--- config.mk ---
export PLATFORM = sky130hd
export DESIGN_NAME = udt_state_arbiter_flat
export DESIGN_NICKNAME = d
export VERILOG_FILES = /design/src/rtl/udt_state_arbiter_if.sv /design/src/rtl/udt_state_arbiter.sv /design/src/flat_wrapper.sv
export SDC_FILE = /design/constraint.sdc
export NUM_CORES = 1
export LEC_CHECK = 0
export ABC_AREA = 0
export CAP_MARGIN = 20
export CORE_UTILIZATION = 37
export DETAILED_ROUTE_END_ITERATION = 8
export HOLD_SLACK_MARGIN = 0.03
export PLACE_DENSITY = 0.77
export RECOVER_POWER = 25
export SLEW_MARGIN = 10
export SYNTH_ARGS = -nofsm -noshare
export SYNTH_HDL_FRONTEND = slang
export SYNTH_SLANG_ARGS = --single-unit
--- constraint.sdc ---
create_clock -name core_clk -period 3 [get_ports core_clk]
set_input_delay 0.6 -clock core_clk [delete_from_list [all_inputs] [get_ports core_clk]]
set_output_delay 0.6 -clock core_clk [all_outputs]
set_load 0.005 [all_outputs]
--- src/rtl/udt_state_arbiter_if.sv ---
// ---------------------------------------------------------------------------
// udt_state_arbiter_if
//
// Request and status channels of the UDT socket state arbiter.
//
//   req_valid_i   [5:0]  one request bit per target state
//                        (bit 0..5 = LISTENING, CONNECTING, CONNECTED,
//                        CLOSING, SHUTDOWN, BROCKEN)
//   req_ready_o   [5:0]  grant, one-hot-or-zero
//   udt_state_o   [31:0] {24'b0, current state code}
//   state_valid_o        state-change notification pending
//   state_ready_i        consumer accepts the notification
//   illegal_o            one-cycle pulse on an accepted illegal request
//   illegal_cnt_o [7:0]  saturating count of illegal requests
//
// Modports:
//   slave  - the arbiter itself
//   master - requesters plus status consumer (e.g. a testbench)
// ---------------------------------------------------------------------------
interface udt_state_arbiter_if;
    logic [5:0]  req_valid_i;
    logic [5:0]  req_ready_o;
    logic [31:0] udt_state_o;
    logic        state_valid_o;
    logic        state_ready_i;
    logic        illegal_o;
    logic [7:0]  illegal_cnt_o;

    modport slave (
        input  req_valid_i,
        input  state_ready_i,
        output req_ready_o,
        output udt_state_o,
        output state_valid_o,
        output illegal_o,
        output illegal_cnt_o
    );

    modport master (
        output req_valid_i,
        output state_ready_i,
        input  req_ready_o,
        input  udt_state_o,
        input  state_valid_o,
        input  illegal_o,
        input  illegal_cnt_o
    );
endinterface

--- src/rtl/udt_state_arbiter.sv ---
// ---------------------------------------------------------------------------
// udt_state_arbiter
//
// Single authoritative connection-state sequencer for one UDT socket.
// Arbitrates state-change requests with fixed priority
// (BROCKEN > SHUTDOWN > CLOSING > CONNECTED > CONNECTING > LISTENING),
// checks each granted request against the legal transition graph and
// publishes every legal change on a valid/ready status channel that only
// ever carries the newest state (backpressure never blocks transitions).
//
// Ports:
//   core_clk  - the only clock
//   core_rst  - synchronous, active-high reset
//   bus       - udt_state_arbiter_if.slave (request + status channels)
//
// Optional feature (macro UDT_STATE_ARB_TIMEOUT_EN):
//   when defined, the state is forced to BROCKEN after CONNECT_TIMEOUT
//   cycles spent in CONNECTING; when undefined no timeout logic exists.
// ---------------------------------------------------------------------------
module udt_state_arbiter #(
    parameter logic [7:0]  LISTENING       = 8'b0000_0001,
    parameter logic [7:0]  CONNECTING      = 8'b0000_0010,
    parameter logic [7:0]  CONNECTED       = 8'b0000_0100,
    parameter logic [7:0]  CLOSING         = 8'b0000_1000,
    parameter logic [7:0]  SHUTDOWN        = 8'b0001_0000,
    parameter logic [7:0]  BROCKEN         = 8'b0010_0000,
    parameter logic [31:0] CONNECT_TIMEOUT = 32'd1_000_000
) (
    input  logic                core_clk,
    input  logic                core_rst,
    udt_state_arbiter_if.slave  bus
);

    // Abstract state; enum index minus one equals the request bit index,
    // so a granted bit maps straight onto its target state.
    typedef enum logic [2:0] {
        ST_INIT       = 3'd0,
        ST_LISTENING  = 3'd1,
        ST_CONNECTING = 3'd2,
        ST_CONNECTED  = 3'd3,
        ST_CLOSING    = 3'd4,
        ST_SHUTDOWN   = 3'd5,
        ST_BROCKEN    = 3'd6
    } state_t;

    state_t      state_reg, state_next;
    logic        state_valid_reg, state_valid_next;
    logic        illegal_reg, illegal_next;
    logic [7:0]  illegal_cnt_reg, illegal_cnt_next;

    logic        timeout_hit;
    logic        arb_en;
    logic [5:0]  grant;
    logic [2:0]  grant_idx;
    state_t      target;
    logic [7:0]  state_code;

    // -----------------------------------------------------------------------
    // Legal transition graph
    // -----------------------------------------------------------------------
    function automatic logic is_legal(input state_t cur, input state_t tgt);
        logic ok;
        ok = 1'b0;
        if (tgt == ST_BROCKEN) begin
            ok = (cur != ST_INIT) && (cur != ST_BROCKEN);
        end else begin
            unique case (cur)
                ST_INIT:       ok = (tgt == ST_LISTENING) || (tgt == ST_CONNECTING);
                ST_LISTENING:  ok = (tgt == ST_CONNECTING);
                ST_CONNECTING: ok = (tgt == ST_CONNECTED);
                ST_CONNECTED:  ok = (tgt == ST_CLOSING) || (tgt == ST_SHUTDOWN);
                ST_CLOSING:    ok = (tgt == ST_SHUTDOWN);
                ST_SHUTDOWN,
                ST_BROCKEN:    ok = (tgt == ST_LISTENING) || (tgt == ST_CONNECTING);
                default:       ok = 1'b0;
            endcase
        end
        return ok;
    endfunction

    // -----------------------------------------------------------------------
    // Fixed-priority grant: a bit wins when no higher bit is requesting.
    // Grants are suppressed during reset and while the internal timeout
    // request owns the cycle; requesters simply keep valid high and wait.
    // -----------------------------------------------------------------------
    assign arb_en = ~core_rst & ~timeout_hit;

    generate
        for (genvar gi = 0; gi < 6; gi++) begin : g_grant
            assign grant[gi] = arb_en & bus.req_valid_i[gi]
                             & ~(|(bus.req_valid_i >> (gi + 1)));
        end
    endgenerate

    assign bus.req_ready_o = grant;

    always_comb begin
        grant_idx = 3'd0;
        for (int i = 0; i < 6; i++) begin
            if (grant[i]) begin
                grant_idx = 3'(i);
            end
        end
    end

    assign target = state_t'(grant_idx + 3'd1);

    // -----------------------------------------------------------------------
    // Connect timeout
    // -----------------------------------------------------------------------
`ifdef UDT_STATE_ARB_TIMEOUT_EN
    logic [31:0] conn_cnt_reg;

    // Held at zero outside CONNECTING, so it is zero on the first cycle in
    // CONNECTING. Firing at CONNECT_TIMEOUT-1 makes the BROCKEN update land
    // on the edge where the count would reach CONNECT_TIMEOUT, i.e. exactly
    // CONNECT_TIMEOUT cycles after entry.
    always_ff @(posedge core_clk) begin
        if (core_rst) begin
            conn_cnt_reg <= 32'd0;
        end else if (state_reg == ST_CONNECTING) begin
            conn_cnt_reg <= conn_cnt_reg + 32'd1;
        end else begin
            conn_cnt_reg <= 32'd0;
        end
    end

    assign timeout_hit = (state_reg == ST_CONNECTING)
                      && (conn_cnt_reg == CONNECT_TIMEOUT - 32'd1);
`else
    logic [31:0] unused_connect_timeout;
    assign unused_connect_timeout = CONNECT_TIMEOUT;
    assign timeout_hit = 1'b0;
`endif

    // -----------------------------------------------------------------------
    // Next state / status
    // -----------------------------------------------------------------------
    always_comb begin
        state_next       = state_reg;
        // Handshake retires the pending notification; a new legal
        // transition in the same cycle re-arms it below.
        state_valid_next = state_valid_reg & ~bus.state_ready_i;
        illegal_next     = 1'b0;
        illegal_cnt_next = illegal_cnt_reg;

        if (timeout_hit) begin
            state_next       = ST_BROCKEN;
            state_valid_next = 1'b1;
        end else if (|grant) begin
            if (is_legal(state_reg, target)) begin
                state_next       = target;
                state_valid_next = 1'b1;
            end else begin
                illegal_next = 1'b1;
                if (illegal_cnt_reg != 8'hFF) begin
                    illegal_cnt_next = illegal_cnt_reg + 8'd1;
                end
            end
        end
    end

    always_ff @(posedge core_clk) begin
        if (core_rst) begin
            state_reg       <= ST_INIT;
            state_valid_reg <= 1'b0;
            illegal_reg     <= 1'b0;
            illegal_cnt_reg <= 8'h00;
        end else begin
            state_reg       <= state_next;
            state_valid_reg <= state_valid_next;
            illegal_reg     <= illegal_next;
            illegal_cnt_reg <= illegal_cnt_next;
        end
    end

    // -----------------------------------------------------------------------
    // Outputs
    // -----------------------------------------------------------------------
    always_comb begin
        state_code = 8'h00;
        unique case (state_reg)
            ST_LISTENING:  state_code = LISTENING;
            ST_CONNECTING: state_code = CONNECTING;
            ST_CONNECTED:  state_code = CONNECTED;
            ST_CLOSING:    state_code = CLOSING;
            ST_SHUTDOWN:   state_code = SHUTDOWN;
            ST_BROCKEN:    state_code = BROCKEN;
            default:       state_code = 8'h00;
        endcase
    end

    assign bus.udt_state_o   = {24'b0, state_code};
    assign bus.state_valid_o = state_valid_reg;
    assign bus.illegal_o     = illegal_reg;
    assign bus.illegal_cnt_o = illegal_cnt_reg;

endmodule

--- src/flat_wrapper.sv ---
// flat-port wrapper written by rule: the top's interface ports become plain ports
module udt_state_arbiter_flat 
#(
    parameter logic [7:0]  LISTENING       = 8'b0000_0001,
    parameter logic [7:0]  CONNECTING      = 8'b0000_0010,
    parameter logic [7:0]  CONNECTED       = 8'b0000_0100,
    parameter logic [7:0]  CLOSING         = 8'b0000_1000,
    parameter logic [7:0]  SHUTDOWN        = 8'b0001_0000,
    parameter logic [7:0]  BROCKEN         = 8'b0010_0000,
    parameter logic [31:0] CONNECT_TIMEOUT = 32'd1_000_000
)
  (core_clk, core_rst, bus_req_valid_i, bus_state_ready_i, bus_req_ready_o, bus_udt_state_o, bus_state_valid_o, bus_illegal_o, bus_illegal_cnt_o);
  udt_state_arbiter_if bus_i ();
  input  logic core_clk;
  input  logic core_rst;
  input wire logic [$bits(bus_i.req_valid_i)-1:0] bus_req_valid_i;
  input wire logic [$bits(bus_i.state_ready_i)-1:0] bus_state_ready_i;
  output wire logic [$bits(bus_i.req_ready_o)-1:0] bus_req_ready_o;
  output wire logic [$bits(bus_i.udt_state_o)-1:0] bus_udt_state_o;
  output wire logic [$bits(bus_i.state_valid_o)-1:0] bus_state_valid_o;
  output wire logic [$bits(bus_i.illegal_o)-1:0] bus_illegal_o;
  output wire logic [$bits(bus_i.illegal_cnt_o)-1:0] bus_illegal_cnt_o;
  assign bus_i.req_valid_i = bus_req_valid_i;
  assign bus_i.state_ready_i = bus_state_ready_i;
  assign bus_req_ready_o = bus_i.req_ready_o;
  assign bus_udt_state_o = bus_i.udt_state_o;
  assign bus_state_valid_o = bus_i.state_valid_o;
  assign bus_illegal_o = bus_i.illegal_o;
  assign bus_illegal_cnt_o = bus_i.illegal_cnt_o;
  udt_state_arbiter #(.LISTENING(LISTENING), .CONNECTING(CONNECTING), .CONNECTED(CONNECTED), .CLOSING(CLOSING), .SHUTDOWN(SHUTDOWN), .BROCKEN(BROCKEN), .CONNECT_TIMEOUT(CONNECT_TIMEOUT)) u_core (.core_clk(core_clk), .core_rst(core_rst), .bus(bus_i));
endmodule
==> results.py <==
metrics = {
    "run": {
        "cap_viol_max_count": 0,
    },
    "critical_path": {
        "crit_path_cell_chain": "clkdlybuf4s50_1, nor2b_2, o21ai_2, nand2_1, buf_4, ha_1, or2_2, a221oi_4, nor4_4, clkdlybuf4s15_2, or3_1, a21oi_2",
        "critical_path.startpoint": "bus_req_valid_i[2]",
        "worst_path_max_delay_cell": "sky130_fd_sc_hd__clkdlybuf4s50_1",
        "crit_required_ps": 3210,
        "critical_path_buf_inv_count": 3,
        "setup.worst_path.end_class": "flip-flop",
        "setup.worst_path.start_class": "input pin",
        "worstReg2RegStart": "u_core.state_reg[1]$_SDFFE_PP0P_",
        "critical-path-max-stage-delay_ps": 510,
        "crit_path_max_fanout": 4,
        "critical_path_arrival_ps": 3110,
        "critical_path.top_delay_family": "buffers and inverters",
        "timing.setup.critical_path_class": "in2reg",
    },
    "clocking": {
        "cts_tree": "yes",
        "cts_inserted_buffers": 3,
        "max-clock-path-buffers": 2,
        "htree_levels": 1,
        "cts-root-buf": "sky130_fd_sc_hd__clkbuf_4",
        "post_cts_hold_buffer_count": 0,
        "cts.sink_count": 13,
        "clkTransAtPathRegs_ps": 80,
        "clk_latency_ps": 270,
    },
    "route": {
        "vias": 1121,
        "routed_antenna_nets": 0,
        "route.detailed.vias_per_inst": 4.65,
        "drt-initial-drc-count": 54,
        "postRouteWirelength_mm": 2.68,
        "drt_pass1_iterations": 4,
        "drc": 0,
        "wl_per_cell_um": 11.1,
    },
    "floorplan": {
        "initial_utilization_pct": 38.8,
        "floorplan.die.height_um": 58.6,
        "fp.dieArea_um2": 3430,
        "std_cell_rows": 20,
        "chipWidth_um": 58.6,
        "floorplan.core_area_um2": 3050,
        "top_level_ports": 57,
    },
    "cells_and_area": {
        "fin_util_pct": 54.8,
        "layout.cells.most_common_list": "sky130_fd_sc_hd__conb_1 (26), sky130_fd_sc_hd__buf_4 (25), sky130_fd_sc_hd__clkdlybuf4s50_1 (20), sky130_fd_sc_hd__dfxtp_1 (13)",
        "number_of_nets_in_the_layout": 213,
        "layout.cells.most_common": "sky130_fd_sc_hd__conb_1",
        "post_route_cells_drive_above_1_share_pct": 24.4,
        "final.fill_count": 305,
        "largest_reg_flops": 8,
        "areaGrowthSynthToFinish_pct": 41.2,
        "antenna_fix_cells": 0,
    },
    "yosys": {
        "postSynthCellCount": 142,
        "synth.distinct_cells": 49,
        "count_of_flip_flops_with_a_built_in_enable_after_synthesis": 0,
        "yosys_warnings": 0,
        "synthTopCellsByArea": "sky130_fd_sc_hd__dfxtp_1 (22%), sky130_fd_sc_hd__buf_4 (16%), sky130_fd_sc_hd__ha_1 (6.3%), sky130_fd_sc_hd__and3_1 (3.7%), sky130_fd_sc_hd__nand4_1 (2.6%)",
        "ys_ff_latch": 13,
        "synth_sequential_area_ratio_pct": 22.0,
        "postSynth.asyncResetShare_pct": 0,
        "synthFlopType": "sky130_fd_sc_hd__dfxtp_1",
        "post-synth-top-area-fraction_pct": 22.0,
        "netlist_area_um2": 1180,
        "average_size_of_a_mapped_cell_um2": 8.34,
        "netlist.top_cell.by_area": "sky130_fd_sc_hd__dfxtp_1",
    },
    "hold_path": {
        "min-delay-path-class": "reg2reg",
        "hold_start": "u_core.bus.state_valid_o$_SDFF_PP0_",
    },
    "status": {
        "outcome": "complete, no violations",
    },
    "grt": {
        "grt_first_pass_wirelength_mm": 4.36,
        "grt_overflow": 0,
        "first_global_vias": 989,
        "gr-usage-all-layers_pct": 16.4,
        "grt_start_max_net_pins": 10,
        "antenna_found_initial": 0,
    },
    "sta": {
        "post-route-period-util_pct": 96.6,
        "hold_violations": 0,
        "achievable_freq_ghz": 0.345,
        "period_minus_slack_ps": 2900,
        "clock_skew_ps": 3.15,
        "rsz0062_at_grt": "true",
        "finalSetupTns_ps": 0,
        "number_of_max_slew_violations_in_the_final_report": 0,
        "setup_ws_ps": 101,
        "final-setup-viol-count": 0,
    },
    "placed_design": {
        "io_buffer_count": 30,
        "pre_cts_slack_ps": -350,
        "gpl.final_weighted_congestion": 0.877,
        "dpl.hpwl_mm": 2.00,
    },
    "power": {
        "power_per_cell_area_nw_per_um2": 312,
        "static_leak_nw": 0.794,
        "vdd_ir_drop_max_mv": 0.229,
    },
}
[report_power, final]
part           internal (W)  switching, W  leakage, nW
registers          0.000188     0.0000188        0.106
clock network     0.0000515     0.0000561       0.0150
logic              0.000114     0.0000932        0.673
[path summary, 6_finish.rpt]
kind | endpoint | depth (start not counted) | slack [ps]
hold reg to reg | u_core.bus.state_valid_o$_SDFF_PP0_ | 2 | 470
hold / removal | u_core.bus.state_valid_o$_SDFF_PP0_ | 2 | 470
setup reg to reg | u_core.state_reg[2]$_SDFFE_PP0P_ | 6 | 880
setup / recovery | u_core.bus.illegal_cnt_o[7]$_SDFFE_PP0P_ | 12 | 100
[cells by family after synthesis]
kind of cell    count (synthesis)  share of synthesized area (%)
compound gates                 30                           19.4
other cells                     1                          0.316
fa+ha+maj                       6                           6.34
mux                             2                           1.80
simple gates                   50                           26.0
buf+inv                        38                           22.7
xor+xnor                        2                           1.48
flops                          13                           22.0
[cells in the mapped netlist (2+ instances only)]
library cell,n
sky130_fd_sc_hd__a21oi_1,3
sky130_fd_sc_hd__a21oi_2,2
sky130_fd_sc_hd__and2_1,3
sky130_fd_sc_hd__and3_1,7
sky130_fd_sc_hd__and3b_1,2
sky130_fd_sc_hd__buf_2,2
sky130_fd_sc_hd__buf_4,26
sky130_fd_sc_hd__buf_6,2
sky130_fd_sc_hd__dfxtp_1,13
sky130_fd_sc_hd__ha_1,6
sky130_fd_sc_hd__inv_1,5
sky130_fd_sc_hd__inv_2,2
sky130_fd_sc_hd__nand2_1,4
sky130_fd_sc_hd__nand3_1,4
sky130_fd_sc_hd__nand4_1,5
sky130_fd_sc_hd__nor2_1,7
sky130_fd_sc_hd__nor2b_1,3
sky130_fd_sc_hd__nor3_1,5
sky130_fd_sc_hd__o211ai_1,3
sky130_fd_sc_hd__o21ai_0,3
sky130_fd_sc_hd__o21ai_1,2
sky130_fd_sc_hd__o21ai_2,2
sky130_fd_sc_hd__o31ai_1,3
sky130_fd_sc_hd__or3_1,3
[worst min-delay path: stages (launching register included)]
cell and delay (ps):
sky130_fd_sc_hd__dfxtp_1 310, sky130_fd_sc_hd__nand2b_1 60, sky130_fd_sc_hd__a21oi_1 60
[repair_timing]
item	in CTS	in global routing
pin swaps	1	5
setup endpoints to repair	3	10
resized for setup	2	10
gates cloned	0	1
buffers inserted	2	1
[per-layer routing]
metal	up-vias	wire length (um)	GRT usage [%]
li1	569	-	-
met3	0	152	4.18
met4	0	0	2.38
met5	-	0	0
met1	514	1200	20.6
met2	38	1330	28.9
[area by class of cell]
cell class	count	area (um2)	area share [%]
clock buffer	4	26.3	1.57
inverter	7	26.3	1.57
multi-input combinational	116	787	47.0
sequential	13	260	15.6
tap	44	55.1	3.29
timing repair buffer	57	518	31.0
[through the flow]
step                      std cells  hold slack [ps]  power [W]  instance area, um2
after floorplan                 167              466   0.000340                1280
after detailed placement        233              467   0.000406                1570
after global routing            241              514   0.000560                1670
final                           241              471   0.000522                1670
after CTS                       239              478   0.000517                1610
after global placement          233              463   0.000403                1570
(Power assumes the default switching activity.)
